**src/rtl/bird_pkg.sv**
```systemverilog
// Shared types and screen constants for the bird physics slice.
package bird_pkg;

    localparam int unsigned VEL_W  = 8;
    localparam int unsigned POS_W  = 11;
    localparam int unsigned CALC_W = 12;

    localparam int FLOOR_Y_DEF = 440;
    localparam int SCREEN_H    = 480;

    typedef enum logic [1:0] {
        IDLE = 2'd0,
        FLY  = 2'd1,
        DEAD = 2'd2
    } bird_state_t;

endpackage

```
**src/rtl/bird_motion_if.sv**
```systemverilog
// Game-facing signal bundle of bird_motion: frame/flap/hit in, bird pose and state out.
interface bird_motion_if;
    import bird_pkg::*;

    logic                     frame_tick;
    logic                     flap;
    logic                     hit;
    logic [POS_W-1:0]         bx;
    logic [POS_W-1:0]         by;
    logic signed [VEL_W-1:0]  vel;
    bird_state_t              state;
    logic                     dead;

    modport master (
        output frame_tick, flap, hit,
        input  bx, by, vel, state, dead
    );

    modport slave (
        input  frame_tick, flap, hit,
        output bx, by, vel, state, dead
    );

endinterface

```
**src/rtl/flap_edge_latch.sv**
```systemverilog
// Flap button front end: 2-FF synchroniser, rising-edge detect, per-frame pending latch.
// `pending` includes an edge seen in the current cycle so a press landing on the
// tick cycle is consumed by that tick.
module flap_edge_latch (
    input  logic clk,
    input  logic rst,
    input  logic flap,
    input  logic frame_tick,
    input  logic clear,
    output logic pending
);

    logic sync1;
    logic sync2;
    logic sync2_d;
    logic pending_q;
    logic rise;

    assign rise    = sync2 & ~sync2_d;
    assign pending = pending_q | rise;

    // Synchronise the button, then hold one press until the next tick consumes it.
    always_ff @(posedge clk or posedge rst) begin
        if (rst) begin
            sync1     <= 1'b0;
            sync2     <= 1'b0;
            sync2_d   <= 1'b0;
            pending_q <= 1'b0;
        end else begin
            sync1   <= flap;
            sync2   <= sync1;
            sync2_d <= sync2;
            if (clear || frame_tick) begin
                pending_q <= 1'b0;
            end else if (rise) begin
                pending_q <= 1'b1;
            end
        end
    end

endmodule

```
**src/rtl/bird_motion.sv**
```systemverilog
// Frame-rate bird physics: flap/gravity integration, floor/ceiling limits, IDLE/FLY/DEAD.
// Build option BIRD_CEILING_KILL_EN: touching the ceiling kills the bird instead of
// acting as a soft wall.
module bird_motion
    import bird_pkg::*;
#(
    parameter int X_POS    = 200,
    parameter int START_Y  = 240,
    parameter int RADIUS   = 32,
    parameter int FLOOR_Y  = FLOOR_Y_DEF,
    parameter int GRAVITY  = 1,
    parameter int FLAP_VEL = 10,
    parameter int MAX_FALL = 12
) (
    input  logic          clk,
    input  logic          rst,
    bird_motion_if.slave  bus
);

    localparam logic signed [CALC_W-1:0] FLOOR_LIM  = CALC_W'(FLOOR_Y - RADIUS);
    localparam logic signed [CALC_W-1:0] CEIL_LIM   = CALC_W'(RADIUS);
    localparam logic signed [CALC_W-1:0] FLAP_V     = CALC_W'(-FLAP_VEL);
    localparam logic signed [CALC_W-1:0] FALL_MAX   = CALC_W'(MAX_FALL);
    localparam logic signed [CALC_W-1:0] GRAV       = CALC_W'(GRAVITY);
    localparam logic [POS_W-1:0]         START_POS  = POS_W'(START_Y);
    localparam logic [POS_W-1:0]         LAUNCH_POS = POS_W'(START_Y - FLAP_VEL);
    localparam logic [POS_W-1:0]         FLOOR_POS  = POS_W'(FLOOR_Y - RADIUS);
    localparam logic [POS_W-1:0]         CEIL_POS   = POS_W'(RADIUS);
    localparam logic [POS_W-1:0]         X_CENTRE   = POS_W'(X_POS);
    localparam logic signed [VEL_W-1:0]  LAUNCH_VEL = VEL_W'(-FLAP_VEL);

    bird_state_t              state_q;
    bird_state_t              state_d;
    logic [POS_W-1:0]         by_q;
    logic [POS_W-1:0]         by_d;
    logic signed [VEL_W-1:0]  vel_q;
    logic signed [VEL_W-1:0]  vel_d;
    logic                     dead_q;

    logic                     pending;
    logic                     clear;
    logic                     tick_fly;
    logic                     restart;
    logic signed [CALC_W-1:0] vel_grav;
    logic signed [CALC_W-1:0] v_next;
    logic signed [CALC_W-1:0] y_next;
    logic                     floor_hit;
    logic                     ceil_hit;

    flap_edge_latch u_flap (
        .clk        (clk),
        .rst        (rst),
        .flap       (bus.flap),
        .frame_tick (bus.frame_tick),
        .clear      (clear),
        .pending    (pending)
    );

    // A press racing the death transition is dropped so it cannot restart the game.
    assign clear    = (state_d == DEAD) && (state_q != DEAD);
    assign tick_fly = bus.frame_tick && !bus.hit;
    assign restart  = bus.frame_tick && pending;

    // Candidate velocity and position for the next frame, in 12-bit signed.
    always_comb begin
        vel_grav  = CALC_W'(vel_q) + GRAV;
        v_next    = pending ? FLAP_V : ((vel_grav > FALL_MAX) ? FALL_MAX : vel_grav);
        y_next    = $signed({1'b0, by_q}) + v_next;
        floor_hit = (y_next >= FLOOR_LIM);
        ceil_hit  = (y_next < CEIL_LIM);
    end

    // State register plus the pose registers that move with it.
    always_ff @(posedge clk or posedge rst) begin
        if (rst) begin
            state_q <= IDLE;
            by_q    <= START_POS;
            vel_q   <= '0;
            dead_q  <= 1'b0;
        end else begin
            state_q <= state_d;
            by_q    <= by_d;
            vel_q   <= vel_d;
            dead_q  <= (state_d == DEAD);
        end
    end

    // Next-state logic; a hit in flight wins over a same-cycle tick.
    always_comb begin
        state_d = state_q;
        case (state_q)
            IDLE: begin
                if (restart) begin
                    state_d = FLY;
                end
            end
            FLY: begin
                if (bus.hit) begin
                    state_d = DEAD;
                end else if (bus.frame_tick) begin
                    if (floor_hit) begin
                        state_d = DEAD;
                    end else if (ceil_hit) begin
`ifdef BIRD_CEILING_KILL_EN
                        state_d = DEAD;
`else
                        state_d = FLY;
`endif
                    end
                end
            end
            DEAD: begin
                if (restart) begin
                    state_d = IDLE;
                end
            end
            default: state_d = IDLE;
        endcase
    end

    // Next pose; frozen unless a tick moves the bird or a restart re-centres it.
    always_comb begin
        by_d  = by_q;
        vel_d = vel_q;
        case (state_q)
            IDLE: begin
                by_d  = START_POS;
                vel_d = '0;
                if (restart) begin
                    by_d  = LAUNCH_POS;
                    vel_d = LAUNCH_VEL;
                end
            end
            FLY: begin
                if (tick_fly) begin
                    if (floor_hit) begin
                        by_d  = FLOOR_POS;
                        vel_d = '0;
                    end else if (ceil_hit) begin
                        by_d  = CEIL_POS;
                        vel_d = '0;
                    end else begin
                        by_d  = y_next[POS_W-1:0];
                        vel_d = v_next[VEL_W-1:0];
                    end
                end
            end
            DEAD: begin
                if (restart) begin
                    by_d  = START_POS;
                    vel_d = '0;
                end
            end
            default: begin
                by_d  = START_POS;
                vel_d = '0;
            end
        endcase
    end

    assign bus.bx    = X_CENTRE;
    assign bus.by    = by_q;
    assign bus.vel   = vel_q;
    assign bus.state = state_q;
    assign bus.dead  = dead_q;

endmodule

```
**src/flat_wrapper.sv**
```systemverilog
// flat-port wrapper written by rule: the top's interface ports become plain ports
module bird_motion_flat import bird_pkg::*;
#(
    parameter int X_POS    = 200,
    parameter int START_Y  = 240,
    parameter int RADIUS   = 32,
    parameter int FLOOR_Y  = FLOOR_Y_DEF,
    parameter int GRAVITY  = 1,
    parameter int FLAP_VEL = 10,
    parameter int MAX_FALL = 12
)
  (clk, rst, bus_frame_tick, bus_flap, bus_hit, bus_bx, bus_by, bus_vel, bus_state, bus_dead);
  bird_motion_if bus_i ();
  input  logic clk;
  input  logic rst;
  input wire logic [$bits(bus_i.frame_tick)-1:0] bus_frame_tick;
  input wire logic [$bits(bus_i.flap)-1:0] bus_flap;
  input wire logic [$bits(bus_i.hit)-1:0] bus_hit;
  output wire logic [$bits(bus_i.bx)-1:0] bus_bx;
  output wire logic [$bits(bus_i.by)-1:0] bus_by;
  output wire logic [$bits(bus_i.vel)-1:0] bus_vel;
  output wire logic [$bits(bus_i.state)-1:0] bus_state;
  output wire logic [$bits(bus_i.dead)-1:0] bus_dead;
  assign bus_i.frame_tick = bus_frame_tick;
  assign bus_i.flap = bus_flap;
  assign bus_i.hit = bus_hit;
  assign bus_bx = bus_i.bx;
  assign bus_by = bus_i.by;
  assign bus_vel = bus_i.vel;
  assign bus_state = bus_i.state;
  assign bus_dead = bus_i.dead;
  bird_motion #(.X_POS(X_POS), .START_Y(START_Y), .RADIUS(RADIUS), .FLOOR_Y(FLOOR_Y), .GRAVITY(GRAVITY), .FLAP_VEL(FLAP_VEL), .MAX_FALL(MAX_FALL)) u_core (.clk(clk), .rst(rst), .bus(bus_i));
endmodule
```
**config.mk**
```make
export PLATFORM = sky130hd
export DESIGN_NAME = bird_motion_flat
export DESIGN_NICKNAME = d
export VERILOG_FILES = /design/src/rtl/bird_pkg.sv /design/src/rtl/bird_motion_if.sv /design/src/rtl/flap_edge_latch.sv /design/src/rtl/bird_motion.sv /design/src/flat_wrapper.sv
export SDC_FILE = /design/constraint.sdc
export NUM_CORES = 1
export LEC_CHECK = 0
export BUFFER_PORTS_ARGS = -buffer_cell sky130_fd_sc_hd__buf_2
export CORE_ASPECT_RATIO = 0.8
export CORE_MARGIN = 2
export CORE_UTILIZATION = 50
export DETAILED_ROUTE_END_ITERATION = 10
export PLACE_DENSITY = 0.74
export SETUP_SLACK_MARGIN = 0.2
export SYNTH_ARGS = -nofsm -noshare
export SYNTH_HDL_FRONTEND = slang
export SYNTH_HIERARCHICAL = 1
export SYNTH_SLANG_ARGS = --single-unit
```
**constraint.sdc**
```tcl
create_clock -name clk -period 4.8 [get_ports clk]
set_input_delay 0.48 -clock clk [delete_from_list [all_inputs] [get_ports clk]]
set_output_delay 0.48 -clock clk [all_outputs]
set_load 0.005 [all_outputs]
```
==> results of run 1 <==
final timing paths:
kind                                          start  cells past startpoint                     to
worst max-delay path              u_core/bus.vel[0]                     18      u_core/bus.vel[1]
worst min-delay path                            rst                      2  u_core/u_flap/sync2_d
worst max register to register    u_core/bus.vel[0]                     18      u_core/bus.vel[1]
worst min register to register  u_core/u_flap/sync1                      0    u_core/u_flap/sync2
max in group asynchronous                       rst                      2       u_core/bus.by[8]
min in group clk                           bus_flap                      1    u_core/u_flap/sync1
flip-flops by register name, summed over array words and instances, names as in the netlist:
| signal | cells |
|---|---|
| u_core/bus.by | 11 |
| u_core/bus.dead | 1 |
| u_core/bus.state | 2 |
| u_core/bus.vel | 8 |
| u_core/u_flap/pending_q | 1 |
| u_core/u_flap/sync1 | 1 |
| u_core/u_flap/sync2 | 1 |
| u_core/u_flap/sync2_d | 1 |
cells in the mapped netlist (3+ instances only):
cell type  number
o21ai_0        32
nand2_1        29
dfrtp_1        22
nor2_1         22
a21oi_1        19
ha_1           12
buf_4          11
clkbuf_1        9
a21o_1          7
o2111ai_1       7
o31ai_1         7
xnor2_1         7
inv_1           6
nor3_1          5
a211oi_1        4
a32o_1          4
and3_1          4
dfstp_2         4
nand2b_1        4
nand3_1         4
nor2b_1         4
o211ai_1        4
a31oi_1         3
and2_1          3
buf_2           3
buf_6           3
nand4_1         3
power by group:
part	switching [µW]	internal (µW)	total (µW)	leakage (µW)
Clock	70.3	112	182	0.0000357
Combinational	760	499	1260	0.000844
Sequential	77.2	278	355	0.000329
Total	907	889	1800	0.00121
cell families after synthesis:
group / after synthesis / share of synthesized area
AOI/OAI and AO/OA: 113 / 0.3376
xor gates and xnor gates: 10 / 0.03894
adders and majority gates: 14 / 0.07428
buffers and inverters: 34 / 0.08042
DFF: 26 / 0.2684
muxes: 1 / 0.004099
other: 2 / 0.003075
and+or+nand+nor: 92 / 0.1931
metrics by stage:
| stage | hold slack (ps) | util | cells | total power [µW] | area, µm² |
|---|---|---|---|---|---|
| finish | 76.36 | 0.5836 | 378 | 1796 | 2715 |
| global route | 93.84 | 0.5836 | 378 | 1928 | 2715 |
| CTS | 72.19 | 0.5726 | 374 | 1706 | 2664 |
| detailed placement | 337.1 | 0.5551 | 369 | 1495 | 2582 |
| global placement | 334.2 | 0.5551 | 369 | 1482 | 2582 |
| floorplan | 246.1 | - | 301 | 1204 | 2481 |
worst register-to-register path, delay by kind of cell (launching register included):
| family | cells | cell delay [ps] |
|---|---|---|
| flip-flops | 1 | 390 |
| AO/OA/AOI/OAI | 10 | 2410 |
| buffers and inverters | 2 | 150 |
| adder cells (fa/ha/maj) | 2 | 480 |
| AND/OR/NAND/NOR | 4 | 870 |
routing by layer:
| metal | routed length (µm) | GRT usage |
|---|---|---|
| met1 | 2995 | 0.3874 |
| met2 | 2752 | 0.3557 |
| met3 | 595 | 0.04065 |
| met4 | 41 | 0.06875 |
| met5 | 0 | 0 |
layout by cell type (no fill, tap or decap), types with 7 or more instances in the layout:
master     netlist  final
buf_2            3     26
dfrtp_1         22     22
xnor2_1          7      7
o2111ai_1        7      7
nor2_1          22     22
nand2_1         29     29
o21ai_0         32     31
ha_1            12     12
buf_4           11     13
a21oi_1         19     17
conb_1           2     11
o31ai_1          7      7
a21o_1           7      7
repair_timing:
action                                 CTS  global route
gates resized for setup                  1             8
endpoints found under the hold margin    0             0
pin swaps                                1             8
setup endpoints to repair                4            18
setup buffers                            1             4
layout make-up:
| class | instances | area, µm² |
|---|---|---|
| Sequential cell | 26 | 655.6 |
| Clock inverter | 1 | 30.03 |
| Clock buffer | 3 | 41.29 |
| Fill cell | 413 | 1937 |
| Multi-Input combinational cell | 241 | 1648 |
| Tap cell | 60 | 75.07 |
| Timing Repair Buffer | 40 | 239.0 |
| Inverter | 7 | 26.28 |
==> flow_metrics.tcl, run 1 <==
set metrics [dict create \
    yosysWarnings 6 \
    pre_cts_slack_ps 118.9 \
    fp.dieH_um 66.51 \
    reg2reg_slack_ps 380 \
    drtIter0Drc 304 \
    cellPowerDensity_mw_per_mm2 661.5 \
    setup.worst_path.start_class "flip-flop" \
    diodes 0 \
    grt_max_degree 23 \
    p_leak_uw 0.001208 \
    finalHoldViolations 0 \
    clk_latency_ps 270 \
    cts_buffer_depth 2 \
    port_buffers 26 \
    skew_ps 2.945 \
    cpPeakStageDelay_ps 430 \
    finalSetupViolCount 0 \
    synth_edf_count 0 \
    min_path_type "input port to asynchronous set/reset pin" \
    routed_wl_mm 6.385 \
    cts_hold_buf 0 \
    syn_inst 292 \
    area_growth_pct 11.17 \
    initial_utilization 0.5250 \
    fin_ws_ps 381.9 \
    ys_async_sr_fraction 1.000 \
    fin_crit_sh 0.9204 \
    grt_overflow_total 0 \
    antenna_found_initial 0 \
    clk_pin_slew_ps 90 \
    htree_levels 1 \
    grt_setup_unrepaired "false" \
    ios 38 \
    ir_worst_vdd_v 0.0003313 \
    dr.pass1.iters 6 \
    path_class "flip-flop to flip-flop" \
    drc_errors 0 \
    synthFlopType "dfrtp_1" \
    grt_usage 0.2505 \
    yosys-top-cells-area "dfrtp_1 23%, o21ai_0 6.6%, ha_1 6.1%, nand2_1 4.5%, dfstp_2 4.3%" \
    grt_pass1_vias 2096 \
    crit_path_cell_trace "ha_1 > and3_2 > a31o_1 > a32o_2 > nand2_1 > inv_1 > a21oi_4 > inv_2 > ha_1 > a21o_1 > a21o_1 > a311o_1 > o311ai_1 > o311a_2 > nand2b_4 > o311a_4 > or3b_4 > o41ai_4" \
    num_rows 22 \
    detail_route.wl_per_cell_um 16.89 \
    synthesis.area_mm2 0.002442 \
    synth_area_per_cell_um2 8.364 \
    cts_tree "done" \
    finalCriticalPeriod_ps 4418 \
    status "finished, final reports clean" \
    worst_ep_arrival_time_ps 4590 \
    crit_family "compound AO/OA/AOI/OAI gates" \
    setup_tns_ps 0 \
    tightest_slew_ps 1272 \
    dp_hpwl_mm 4.731 \
    maxCapViolCount 0 \
    die_w_um 82.14 \
    final_nets 337 \
    synth-seq-cells 26 \
    cts_inserted_buffers 3 \
    ys_types 70 \
    cp.required_ps 4980 \
    grt_pass1_wl_mm 10.48 \
    slew_violations 0 \
    cp.buffers_inverters 2 \
    detail-route-antenna-nets 0 \
    clockRootBuffer "clkbuf_8" \
    synth_top_area_share 0.2254 \
    ys_seq_area_frac 0.2684 \
    slew_headroom 0.1522 \
    end_kind "flip-flop" \
    max_freq_mhz 226.3 \
    path_max_fanout 8 \
    dieArea_mm2 0.005463 \
    num_vias 2407 \
    cts_sinks 26 \
    gp_congestion 0.9096 \
    drive_gt1_frac 0.2264 \
    core-area_mm2 0.004652 \
    crit_path_top_delay_cell "or3b_4" \
    vias_per_cell 6.368 \
    synth.largest_area_cell "dfrtp_1" \
]
Power figures use the tool's default switching activity.
==> run 2, diff against run 1 <==
--- a/config.mk
+++ b/config.mk
@@ -5,7 +5,7 @@
 export SDC_FILE = /design/constraint.sdc
 export NUM_CORES = 1
 export LEC_CHECK = 0
-export BUFFER_PORTS_ARGS = -buffer_cell sky130_fd_sc_hd__buf_2
+export BUFFER_PORTS_ARGS = -buffer_cell sky130_fd_sc_hd__buf_4
 export CORE_ASPECT_RATIO = 0.8
 export CORE_MARGIN = 2
 export CORE_UTILIZATION = 50
==> run 2 against run 1 <==
Compared with the run above:
- register-to-register slack better by 60 ps
- maximum frequency increased by 1.3%
- setup slack gained 56 ps
- critical path depth is the same
- combinational power about the same
- utilization up 0.97 points
- clock power hardly changed
- cell count fell by 0.79%
- count of clock-buffer cells in the layout is the same
==> flow_metrics.tcl, run 2 (synthesis gave the netlist of run 1 again) <==
set metrics [dict create \
    finalCriticalPeriod_ps 4363 \
    htree_levels 1 \
    utilization 0.5933 \
    cp.required_ps 4980 \
    dp_hpwl_mm 4.770 \
    reg2reg_depth 18 \
    skew_ps 4.937 \
    layout_commonest_cell "buf_4" \
    cpPeakStageDelay_ps 450 \
    gp_congestion 0.9452 \
    path_max_fanout 8 \
    die_w_um 82.14 \
    path_class "flip-flop to flip-flop" \
    min_path_type "input port to asynchronous set/reset pin" \
    initial_utilization 0.5250 \
    fp.dieH_um 66.51 \
    ir_worst_vdd_v 0.0003757 \
    slew_violations 0 \
    max_freq_mhz 229.2 \
    vias_per_cell 6.477 \
    cts_inserted_buffers 3 \
    status "finished, final reports clean" \
    drc_errors 0 \
    final_cell_mix "36 x buf_4, 31 x o21ai_0, 28 x nand2_1, 22 x nor2_1, 22 x dfrtp_1" \
    drtIter0Drc 238 \
    setup.worst_path.start_class "flip-flop" \
    end_kind "flip-flop" \
    grt_max_degree 23 \
    grt_pass1_vias 2107 \
    num_rows 22 \
    port_buffers 26 \
    core-area_mm2 0.004652 \
    diodes 0 \
    area_growth_pct 13.01 \
    crit_path_cell_trace "ha_1 > and3_2 > a31o_1 > a32o_2 > nand2_2 > inv_1 > a21oi_4 > inv_1 > ha_1 > a21o_1 > a21o_1 > a311o_1 > o311ai_1 > o311a_2 > nand2b_4 > o311a_4 > or3b_4 > o41ai_4" \
    worstReg2RegStart "u_core/bus.vel[0]" \
    pre_cts_slack_ps 208.5 \
    drive_gt1_frac 0.2190 \
    reg2reg_to "u_core/bus.vel[1]" \
    grt_usage 0.2483 \
    reg2reg_slack_ps 440 \
    detail_route.wl_per_cell_um 17.02 \
    cts_hold_buf 0 \
    worst_ep_arrival_time_ps 4540 \
    grt_setup_unrepaired "false" \
    grt_overflow_total 0 \
    cts_buffer_depth 2 \
    tightest_slew_ps 1319 \
    dieArea_mm2 0.005463 \
    routed_wl_mm 6.382 \
    clk_latency_ps 270 \
    ios 38 \
    cellPowerDensity_mw_per_mm2 651.5 \
    setup_tns_ps 0 \
    dr.pass1.iters 5 \
    critical_path.startpoint "u_core/bus.vel[0]" \
    p_leak_uw 0.001208 \
    fin_crit_sh 0.9089 \
    fillers 420 \
    detail-route-antenna-nets 0 \
    cts_tree "done" \
    maxCapViolCount 0 \
    clockRootBuffer "clkbuf_8" \
    cts_sinks 26 \
    antenna_found_initial 0 \
    final_nets 334 \
    crit_path_top_delay_cell "or3b_4" \
    clk_pin_slew_ps 90 \
    crit_end "u_core/bus.vel[1]" \
    slew_headroom 0.1210 \
    grt_pass1_wl_mm 10.47 \
    finalSetupViolCount 0 \
    fin_ws_ps 437.4 \
    largest_reg_flops 11 \
    num_vias 2429 \
    finalHoldViolations 0 \
]
-- run 2: cell count changes in the layout (fill, tap and decap cells not counted), sizes merged --
cell  before  now
buf       40   37
-- run 2: final cells by class --
cell class | instances | area [µm²] | area share
multi-input combinational | 241 | 1650 | 0.5979
sequential | 26 | 655.6 | 0.2375
clock buffer | 3 | 41.29 | 0.01496
clock inverter | 1 | 30.03 | 0.01088
inverter | 7 | 26.28 | 0.009519
timing repair buffer | 37 | 281.5 | 0.1020
tap | 60 | 75.07 | 0.02720
-- run 2: power by group --
part | leakage [µW] | internal, µW | switching, µW
clock | 0.0000357 | 112 | 70.0
combinational | 0.000844 | 506 | 752
sequential | 0.000329 | 278 | 80.3
total | 0.00121 | 896 | 902
-- run 2: metal layers --
layer | track usage | share of wire | up-vias
li1 | - | - | 1110
met1 | 0.3821 | 0.48 | 1198
met2 | 0.3648 | 0.44 | 113
met3 | 0.03659 | 0.081 | 8
met4 | 0.05417 | 0.0072 | 0
met5 | 0 | 0 | -
-- run 2: worst min-delay path by stage --
stage,startpoint,depth (start not counted),end
global route,rst,2,u_core/u_flap/sync1
detailed placement,u_core/u_flap/sync1,0,u_core/u_flap/sync2
finish,rst,2,u_core/u_flap/sync1
global placement,u_core/u_flap/sync1,0,u_core/u_flap/sync2
CTS,rst,2,u_core/u_flap/sync2
floorplan,rst,1,u_core/u_flap/pending_q
-- run 2: per-stage QoR --
stage	power [µW]	hold slack (ps)	area (µm²)	instances
global route	1930	101.7	2760	375
global placement	1514	335.2	2648	369
detailed placement	1521	340.4	2648	369
CTS	1724	82.17	2721	373
floorplan	1204	246.1	2481	301
finish	1798	80.61	2760	375
-- run 2: repair_timing --
item                                    CTS  global route
pin swaps                                 0             3
resized for setup                         1             8
endpoints found under the setup margin    1            18
buffers inserted                          0             2
-- run 2: critical path, delay by kind of cell, from the launching register on --
kind | cells | cell delay, ps
DFF | 1 | 390
AOI/OAI and AO/OA | 10 | 2340
adders and majority gates | 2 | 480
buffers and inverters | 2 | 170
and+or+nand+nor | 4 | 880
==> run 3, diff against run 2 <==
--- a/config.mk
+++ b/config.mk
@@ -8,9 +8,10 @@
 export BUFFER_PORTS_ARGS = -buffer_cell sky130_fd_sc_hd__buf_4
 export CORE_ASPECT_RATIO = 0.8
 export CORE_MARGIN = 2
-export CORE_UTILIZATION = 50
+export CORE_UTILIZATION = 54
+export CTS_BUF_LIST = sky130_fd_sc_hd__clkbuf_4 sky130_fd_sc_hd__clkbuf_8
 export DETAILED_ROUTE_END_ITERATION = 10
-export PLACE_DENSITY = 0.74
+export PLACE_DENSITY = 0.8
 export SETUP_SLACK_MARGIN = 0.2
 export SYNTH_ARGS = -nofsm -noshare
 export SYNTH_HDL_FRONTEND = slang
==> run 3 against run 2 <==
Compared with the run above:
- sequential power shrank 3%
- maximum frequency shrank 1.5%
- register-to-register slack got worse by 70 ps
- cell count shrank 0.27%
- count of clock-buffer cells in the layout unchanged
- routed wire length grew 1.9%
- flip-flop and latch count stayed put
- die area shrank 7.0%
- largest cell class unchanged
==> flow_metrics.tcl, run 3 (synthesis gave the netlist of run 1 again) <==
set metrics [dict create \
    detail-route-antenna-nets 0 \
    skew_ps 6.127 \
    detail_route.wl_per_cell_um 17.40 \
    ir_worst_vdd_v 0.0003136 \
    max_freq_mhz 225.8 \
    min_path_type "input port to asynchronous set/reset pin" \
    num_rows 21 \
    dp_hpwl_mm 4.823 \
    worstReg2RegStart "u_core/bus.vel[0]" \
    fp.dieH_um 64.15 \
    clockRootBuffer "clkbuf_8" \
    end_kind "flip-flop" \
    grt_pass1_wl_mm 10.41 \
    antenna_found_initial 0 \
    drc_errors 0 \
    cts_sinks 26 \
    status "finished, final reports clean" \
    area_growth_pct 13.27 \
    num_vias 2405 \
    port_buffers 26 \
    clk_latency_ps 270 \
    path_max_fanout 8 \
    grt_usage 0.2597 \
    drive_gt1_frac 0.2240 \
    utilization 0.6499 \
    multi_input_area_mm2 0.001645 \
    p_total_uw 1817 \
    grt_setup_unrepaired "false" \
    grt_pass1_vias 2173 \
    largest_reg_flops 11 \
    slew_violations 0 \
    register_area_um2 655.6 \
    htree_levels 1 \
    tightest_slew_ps 827.8 \
    gp_congestion 0.9259 \
    pre_cts_slack_ps 168.1 \
    setup.worst_path.start_class "flip-flop" \
    final_cell_mix "38 x buf_4, 29 x nand2_1, 29 x o21ai_0, 22 x nor2_1, 22 x dfrtp_1" \
    path_class "flip-flop to flip-flop" \
    layout_commonest_cell "buf_4" \
    reg2reg_depth 18 \
    dr.pass1.iters 5 \
    vias_per_cell 6.430 \
    initial_utilization 0.5738 \
    cts_hold_buf 0 \
    die_w_um 79.19 \
    cts_tree "done" \
    fin_crit_sh 0.9225 \
    maxCapViolCount 0 \
    p_leak_uw 0.001218 \
    drtIter0Drc 345 \
    final_nets 336 \
    cts_inserted_buffers 3 \
    clk_pin_slew_ps 90 \
    reg2reg_to "u_core/bus.vel[1]" \
    fin_ws_ps 371.9 \
    core-area_mm2 0.004257 \
    reg2reg_slack_ps 370 \
    ios 38 \
    worst_ep_arrival_time_ps 4600 \
    diodes 0 \
    setup_tns_ps 0 \
    finalHoldViolations 0 \
    grt_overflow_total 0 \
    grt_max_degree 23 \
    cellPowerDensity_mw_per_mm2 657.0 \
    finalCriticalPeriod_ps 4428 \
    fillers 374 \
    routed_wl_mm 6.506 \
    finalSetupViolCount 0 \
    cp.required_ps 4970 \
    slew_headroom 0.4475 \
    cts_buffer_depth 2 \
    dieArea_mm2 0.005080 \
]
run 3: cell count changes in the layout (fill, tap and decap cells not counted):
cell,change
o31ai_2,+1
a21oi_4,-1
nand2_1,+1
buf_4,+2
o31ai_1,-1
o21ai_1,+2
o21ai_0,-2
nand2_2,-1
a21oi_2,+1
run 3: cell type report:
| class | count | area share |
|---|---|---|
| Timing Repair Buffer | 39 | 0.1072 |
| Sequential cell | 26 | 0.2370 |
| Clock inverter | 1 | 0.01085 |
| Tap cell | 57 | 0.02578 |
| Multi-Input combinational cell | 241 | 0.5948 |
| Inverter | 7 | 0.009498 |
| Clock buffer | 3 | 0.01493 |
run 3: power by group:
group	total, µW	switching, µW	internal, µW	leakage, µW
Combinational	1290	773	518	0.000854
Sequential	349	70.6	278	0.000329
Clock	178	66.7	111	0.0000357
Total	1820	910	907	0.00122
run 3: worst max path at each step:
| stage | start | to | slack (ps) | depth (start not counted) |
|---|---|---|---|---|
| floorplan | u_core/bus.vel[1] | u_core/bus.vel[1] | 270 | 20 |
| global placement | u_core/bus.vel[0] | u_core/bus.vel[5] | 260 | 18 |
| detailed placement | u_core/bus.vel[0] | u_core/bus.vel[5] | 170 | 18 |
| CTS | u_core/bus.vel[0] | u_core/u_flap/pending_q | 240 | 19 |
| global route | u_core/bus.vel[0] | u_core/bus.vel[1] | 190 | 20 |
| finish | u_core/bus.vel[0] | u_core/bus.vel[1] | 370 | 18 |
run 3: per-stage QoR:
| stage | hold slack, ps | instances | cell area, µm² |
|---|---|---|---|
| 2_1_floorplan | 246.1 | 301 | 2481 |
| 3_3_place_gp | 343.2 | 368 | 2659 |
| 3_5_place_dp | 336.3 | 368 | 2659 |
| 4_1_cts | 86.62 | 372 | 2733 |
| 5_1_grt | 88.68 | 374 | 2766 |
| 6_report | 88.71 | 374 | 2766 |
run 3: critical path, cell delays in order (launching register included):
cell and delay (ps):
dfrtp_1 390, ha_1 200, and3_2 280, a31o_1 190
a32o_2 220, nand2_1 100, inv_1 80, a21oi_2 210
inv_1 110, ha_1 270, a21o_1 170, a21o_1 190
a311o_1 350, o311ai_1 90, o311a_2 260, nand2b_4 70
o311a_4 400, or3b_4 450, o41ai_4 290
run 3: what timing repair did:
action	4_1_cts	5_1_grt
buffers inserted	0	2
gates resized for setup	1	9
endpoints found under the setup margin	3	19
pin swaps	0	5
run 3: metal layers:
| metal | track usage | vias up | wire [µm] |
|---|---|---|---|
| met5 | 0 | - | 0 |
| met4 | 0.06466 | 0 | 69 |
| met3 | 0.04661 | 11 | 589 |
| met2 | 0.3867 | 121 | 2837 |
| met1 | 0.3904 | 1152 | 3010 |
| li1 | - | 1121 | - |
